--- config.mk ---
export PLATFORM = sky130hd
export DESIGN_NAME = loop_fetch_stage
export DESIGN_NICKNAME = d
export VERILOG_FILES = /design/src/rtl/fetch_pkg.sv /design/src/rtl/ifid_reg.sv /design/src/rtl/loop_fetch_stage.sv
export SDC_FILE = /design/constraint.sdc
export NUM_CORES = 1
export LEC_CHECK = 0
export CAP_MARGIN = 20
export CORE_ASPECT_RATIO = 0.8
export CORE_MARGIN = 1
export CORE_UTILIZATION = 48
export CTS_BUF_LIST = sky130_fd_sc_hd__clkbuf_8
export DETAILED_ROUTE_END_ITERATION = 10
export GPL_TIMING_DRIVEN = 0
export HOLD_SLACK_MARGIN = 0.05
export PLACE_DENSITY = 0.83
export SLEW_MARGIN = 20
export SYNTH_ARGS = -nofsm -noshare
export SYNTH_HDL_FRONTEND = slang
export SYNTH_SLANG_ARGS = --single-unit
export TNS_END_PERCENT = 50
--- constraint.sdc ---
create_clock -name clk -period 2.3 [get_ports clk]
set_clock_uncertainty 0.1 [all_clocks]
set_input_delay 0.46 -clock clk [delete_from_list [all_inputs] [get_ports clk]]
set_output_delay 0.46 -clock clk [all_outputs]
set_load 0.005 [all_outputs]
--- src/rtl/fetch_pkg.sv ---
// Shared types and defaults for the loop-aware fetch stage.
// Imported by the stage top, its IF/ID register and the bench.
package fetch_pkg;

  localparam logic [31:0] RESET_PC_DEF  = 32'h0000_0100;
  localparam logic [31:0] NOP_INSTR_DEF = 32'h0000_0013;

  typedef enum logic [1:0] {
    FETCH,
    LOOP,
    DRAIN
  } fetch_state_e;

  typedef struct packed {
    logic [31:0] instr;
    logic [31:0] pc;
    logic        valid;
  } ifid_t;

endpackage

--- src/rtl/ifid_reg.sv ---
// IF/ID pipeline register with squash (to a bubble) and hold.
// Squash takes priority over hold.
module ifid_reg
  import fetch_pkg::*;
#(
  parameter logic [31:0] NOP_INSTR = NOP_INSTR_DEF
) (
  input  logic        clk,
  input  logic        reset,
  input  logic        hold,
  input  logic        squash,
  input  logic [31:0] squash_pc,
  input  ifid_t       d,
  output ifid_t       q
);

  always_ff @(posedge clk) begin
    if (!reset) begin
      q <= '{instr: NOP_INSTR, pc: 32'h0, valid: 1'b0};
    end else if (squash) begin
      q <= '{instr: NOP_INSTR, pc: squash_pc, valid: 1'b0};
    end else if (!hold) begin
      q <= d;
    end
  end

endmodule

--- src/rtl/loop_fetch_stage.sv ---
// Fetch stage behind the loop detector: owns the PC and IF/ID,
// choosing memory or loop-buffer instructions each cycle.
module loop_fetch_stage
  import fetch_pkg::*;
#(
  parameter logic [31:0] RESET_PC  = RESET_PC_DEF,
  parameter logic [31:0] NOP_INSTR = NOP_INSTR_DEF,
  parameter int unsigned CNT_W     = 16
) (
  input  logic             clk,
  input  logic             reset,
  input  logic [31:0]      imem_rdata,
  output logic [31:0]      imem_addr,
  output logic             imem_req,
  input  logic             block_signal,
  input  logic [31:0]      out_instruction,
  input  logic [31:0]      new_pc,
  input  logic             flush,
  input  logic             ex_redirect,
  input  logic [31:0]      ex_target,
  input  logic             stall,
  output logic [31:0]      curr_PC,
  output logic [31:0]      instruction,
  output logic             ifid_valid,
  output logic             replay_advance,
  output logic             mispredict,
  output logic [CNT_W-1:0] replay_cnt
);

  fetch_state_e     state_q, state_d;
  logic [31:0]      pc_q, pc_d, pc_prev_q;
  logic [31:0]      redir_pc, squash_pc;
  logic             redir, drain_like;
  logic             ev_redir, ev_stall, ev_drain, ev_loop;
  logic             ifid_hold, ifid_squash;
  ifid_t            ifid_d, ifid_q;
  logic             mispredict_q;
  logic [CNT_W-1:0] cnt_q;

  assign redir      = ex_redirect | flush;
  assign redir_pc   = ex_redirect ? ex_target : new_pc;
  // Leaving LOOP behaves exactly like a DRAIN from the held pc
  assign drain_like = (state_q == DRAIN) |
                      ((state_q == LOOP) & ~block_signal);

  assign ev_redir = redir;
  assign ev_stall = ~redir & stall;
  assign ev_drain = ~redir & ~stall & drain_like;
  assign ev_loop  = ~redir & ~stall & ~drain_like & block_signal;

  always_comb begin
    state_d     = state_q;
    pc_d        = pc_q;
    ifid_hold   = 1'b0;
    ifid_squash = 1'b0;
    squash_pc   = pc_q;
    ifid_d      = '{instr: imem_rdata, pc: pc_prev_q, valid: 1'b1};
    unique case (1'b1)
      ev_redir: begin
        ifid_squash = 1'b1;
        squash_pc   = redir_pc;
        pc_d        = redir_pc;
        state_d     = DRAIN;
      end
      ev_stall: begin
        ifid_hold = 1'b1;
        // The word in flight is dropped; rewind so DRAIN reissues it
        if (state_q == FETCH) begin
          pc_d    = pc_prev_q;
          state_d = DRAIN;
        end
      end
      ev_drain: begin
        ifid_squash = 1'b1;
        pc_d        = pc_q + 32'd4;
        state_d     = block_signal ? LOOP : FETCH;
      end
      ev_loop: begin
        ifid_d  = '{instr: out_instruction, pc: new_pc, valid: 1'b1};
        state_d = LOOP;
      end
      default: begin
        pc_d    = pc_q + 32'd4;
        state_d = FETCH;
      end
    endcase
  end

  always_ff @(posedge clk) begin
    if (!reset) begin
      state_q      <= DRAIN;
      pc_q         <= RESET_PC;
      pc_prev_q    <= RESET_PC;
      mispredict_q <= 1'b0;
      cnt_q        <= '0;
    end else begin
      state_q      <= state_d;
      pc_q         <= pc_d;
      pc_prev_q    <= pc_q;
      mispredict_q <= ex_redirect;
      if (replay_advance) cnt_q <= cnt_q + CNT_W'(1);
    end
  end

  ifid_reg #(
    .NOP_INSTR(NOP_INSTR)
  ) u_ifid (
    .clk      (clk),
    .reset    (reset),
    .hold     (ifid_hold),
    .squash   (ifid_squash),
    .squash_pc(squash_pc),
    .d        (ifid_d),
    .q        (ifid_q)
  );

  assign imem_addr      = pc_q;
  assign imem_req       = ~stall &
                          ((state_q == DRAIN) | ~block_signal);
  assign replay_advance = ev_loop;
  assign curr_PC        = ifid_q.pc;
  assign instruction    = ifid_q.instr;
  assign ifid_valid     = ifid_q.valid;
  assign mispredict     = mispredict_q;
  assign replay_cnt     = cnt_q;

endmodule

==> flow_summary_export.csv <==
group,metric,value,unit
outcome,outcome,"finished clean",
yosys,netlist_instances,1039,
grt,grt_start_max_net_pins,19,
timing,max-slew-margin-rel,0.4165,
yosys,async_reset_ff_frac,0,
critical_path,slowest_delay,0.63,ns
yosys,seq_area_frac_synth,0.3809,
critical_path,start_kind,"input pin",
yosys,yosysTopAreaCell,"dfxtp_1",
timing,final.min_clock_period,2.260,ns
detailed_routing,via_count,9158,
die,core_area,15800,um2
detailed_routing,drtIter0Drc,1344,
power,switchingPower,1.777,mW
cells_and_area,diodes,0,
die,die_area,16720,um2
clock_network,htree_levels,4,
power,p_per_area,581.6,nW/um2
yosys,yosys_register_bits,148,
power,swShare,0.2769,
clock_network,hold_buffers,0,
critical_path,rr_endpoint,"imem_addr[27]$_SDFFE_PN0P_",
timing,fmax,442.5,MHz
clock_network,clock_tree.buffer_depth,2,
timing,drv_slew,0,
critical_path,end_kind,"flop",
detailed_routing,wl_per_cell,19.97,um
critical_path,r2r_slack,0.07,ns
yosys,synth.top_cell.area_share,0.3809,
yosys,synth_edf_count,0,
job,drv_cap,0,
placement,hpwl,21600,um
timing,rsz0062_at_grt,"no",
clock_network,cts_root_buf,"clkbuf_8",
power,seq_power_share,0.445,
min_path,hold-path-endpoint,"state_q[0]$_SDFFE_PN0P_",
detailed_routing,drtAntennaViolNets,0,
power,comb_power_share,0.190,
power,pwr-share-clk,0.365,
critical_path,critPathArrivalTime,2.48,ns
min_path,whs_path_depth,3,
grt,grt_use_total,0.3587,
clock_network,numCtsBuffers,17,
yosys,synth_flop_cell,"dfxtp_1",
placement,dpl.cell_count,1500,
critical_path,crit_buf_inv,4,
grt,grt_pass1_wl,45080,um
yosys,yosys.cell_types.count,58,
timing,min_period_over_period,0.9825,
min_path,worstHoldStart,"block_signal",
critical_path,worstRegToRegCells,5,
yosys,synth_fp_nets,1175,
yosys,synth_area,7779,um2
grt,antenna_found_initial,0,
clock_network,clk_latency,0.46,ns
die,io_pins,250,
cells_and_area,final_nets,1444,
clock_network,clkTransAtPathRegs,0.08,ns
critical_path,worst-setup-path-type,"input pin to flop",
power,max-vdd-ir-drop,0.4246,mV
critical_path,worst_ep_required_time,2.52,ns
die,rows,41,
die,die_w,144.3,um
critical_path,slowest_stage,"buf_1",
timing,setup_viol,0,
placement,place_ws,-1.006,ns
critical_path,crit_path_max_fanout,10,
placement,port_buffers,246,
clock_network,cts_tree,"yes",
die,start_util,0.4923,
detailed_routing,route.detailed.drc,0,
yosys,ys_top_cells_by_area,"dfxtp_1 38%, nand2_1 9.9%, a21oi_1 8.5%",
yosys,yosysWarnings,0,
timing,setup_slack,0.04036,ns
power,power.internal,4.641,mW
critical_path,rr_startpoint,"imem_addr[5]$_SDFFE_PN0P_",
critical_path,critPathTopFamily,"buffers and inverters",
min_path,min_path_type,"input pin to flop",
grt,grt_pass1_vias,8198,
critical_path,path_cells,"clkdlybuf4s50_1, inv_1, clkbuf_1, buf_1, nor2_1",
detailed_routing,vias_per_cell,5.962,
clock_network,cts.sinks,148,
die,die_y,115.9,um
timing,tightestPinTransition,0.8753,ns
grt,overflow,0,
cells_and_area,area_growth,41.87,%
cells_and_area,layoutNonFillerInstCount,1536,
timing,final-hold-violation-count,0,
cells_and_area,drive_gt1_frac,0.08857,
power,cellLeakagePower,4.028,nW
yosys,avgSynthCellArea,7.487,um2
detailed_routing,drt-total-wl,30670,um
placement,gp_congestion,0.9826,
detailed_routing,drtPass1Iterations,7,
[synth_stat cells (8+ instances only)]
master / number
clkbuf_1: 53
nand2b_1: 34
nor2_1: 71
a311oi_1: 29
dfxtp_1: 148
a31oi_1: 19
xnor2_1: 12
nand4_1: 9
nand3_1: 17
a21boi_0: 12
inv_1: 15
nor3_1: 12
and2_1: 23
a21oi_1: 132
nor2b_1: 28
nand2_1: 205
buf_2: 23
a211oi_1: 8
mux2i_1: 8
o21ai_0: 60
a31o_2: 26
[repair_timing]
action                     4_1_cts  5_1_grt
pin swaps                        3        0
setup buffers                    5        0
setup endpoints to repair       67       43
resized for setup               13       17
[metal layers]
metal	up-vias	part of all wire	global-route usage	wire length [um]
met4	0	0.032	0.1593	974
met2	665	0.42	0.5256	12920
met1	4188	0.41	0.4849	12510
li1	4212	-	-	-
met3	93	0.14	0.1079	4262
met5	-	0	0	0
[cell type report]
class	count	area (um2)
well taps	215	269.0
clock inverters	15	212.7
fillers	1334	4765
flip-flops and latches	148	2969
clock buffers	17	234.0
multi-input cells	790	4417
plain buffers	84	371.6
repair buffers	251	2500
inverters	16	62.56
[state kept, by name, summed over array words and instances, names as in the netlist]
signal / cells
state_q: 2
mispredict: 1
u_ifid.q: 65
imem_addr: 32
replay_cnt: 16
pc_prev_q: 32
[worst reg2reg max path, delay by kind of cell, from the launching register on]
| kind | cells | cell delay (ns) |
|---|---|---|
| DFF | 1 | 0.49 |
| and+or+nand+nor | 4 | 1.41 |
| AOI/OAI and AO/OA | 1 | 0.16 |
[through the flow]
| step | TNS, ns | power, mW | hold slack (ns) | instance area, um2 | utilization |
|---|---|---|---|---|---|
| 2_1_floorplan | 0 | 3.406 | 0.3482 | 7779 | - |
| 3_3_place_gp | -52.69 | 4.066 | 0.3391 | 10510 | 0.6652 |
| 3_5_place_dp | -56.94 | 4.081 | 0.3426 | 10510 | 0.6652 |
| 4_1_cts | 0 | 6.373 | 0.3183 | 11020 | 0.6974 |
| 5_1_grt | 0 | 6.628 | 0.3672 | 11040 | 0.6984 |
| 6_report | 0 | 6.418 | 0.3420 | 11040 | 0.6984 |
[how the worst max path moves through the flow]
stage | start | endpoint | slack, ns | cells after the start
2_1_floorplan | ex_redirect | replay_advance | 0.25 | 6
3_3_place_gp | flush | replay_advance | -0.96 | 7
3_5_place_dp | flush | replay_advance | -1.01 | 7
4_1_cts | state_q[1]$_SDFFE_PN1P_ | imem_req | 0.03 | 3
5_1_grt | imem_addr[5]$_SDFFE_PN0P_ | imem_addr[27]$_SDFFE_PN0P_ | 0.006 | 5
6_report | reset | state_q[0]$_SDFFE_PN0P_ | 0.04 | 5
[cell usage in the layout, fill, tap and decap left out, drive strengths merged, types with 20 or more instances in the layout]
cell type and n:
o21ai 61, nor2 71, and2 23, a21oi 132
a311oi 29, clkbuf 70, buf 36, nand2b 34
clkdlybuf4s50 244, dfxtp 148, nand3 20, nand2 205
nor2b 28, a31o 26
[kinds of logic (layout without fill, tap and decap cells)]
family	count (synthesis)	after routing	synth area share
muxes	8	8	0.01029
xor gates and xnor gates	14	14	0.01576
DFF	148	148	0.3809
adders and majority gates	2	2	0.003216
buffers and inverters	101	383	0.05356
and+or+nand+nor	439	439	0.2725
AOI/OAI and AO/OA	327	327	0.2638
[power by group through the flow]
stage / Combinational [mW] / Sequential [mW] / Clock (mW)
final: 1.22 / 2.86 / 2.34
after CTS: 1.19 / 2.85 / 2.34
after floorplan: 0.523 / 2.88 / 0
after detailed placement: 1.18 / 2.90 / 0
after global placement: 1.16 / 2.90 / 0
after global routing: 1.30 / 2.87 / 2.45
Note: power is estimated with default switching activity, not from simulation.
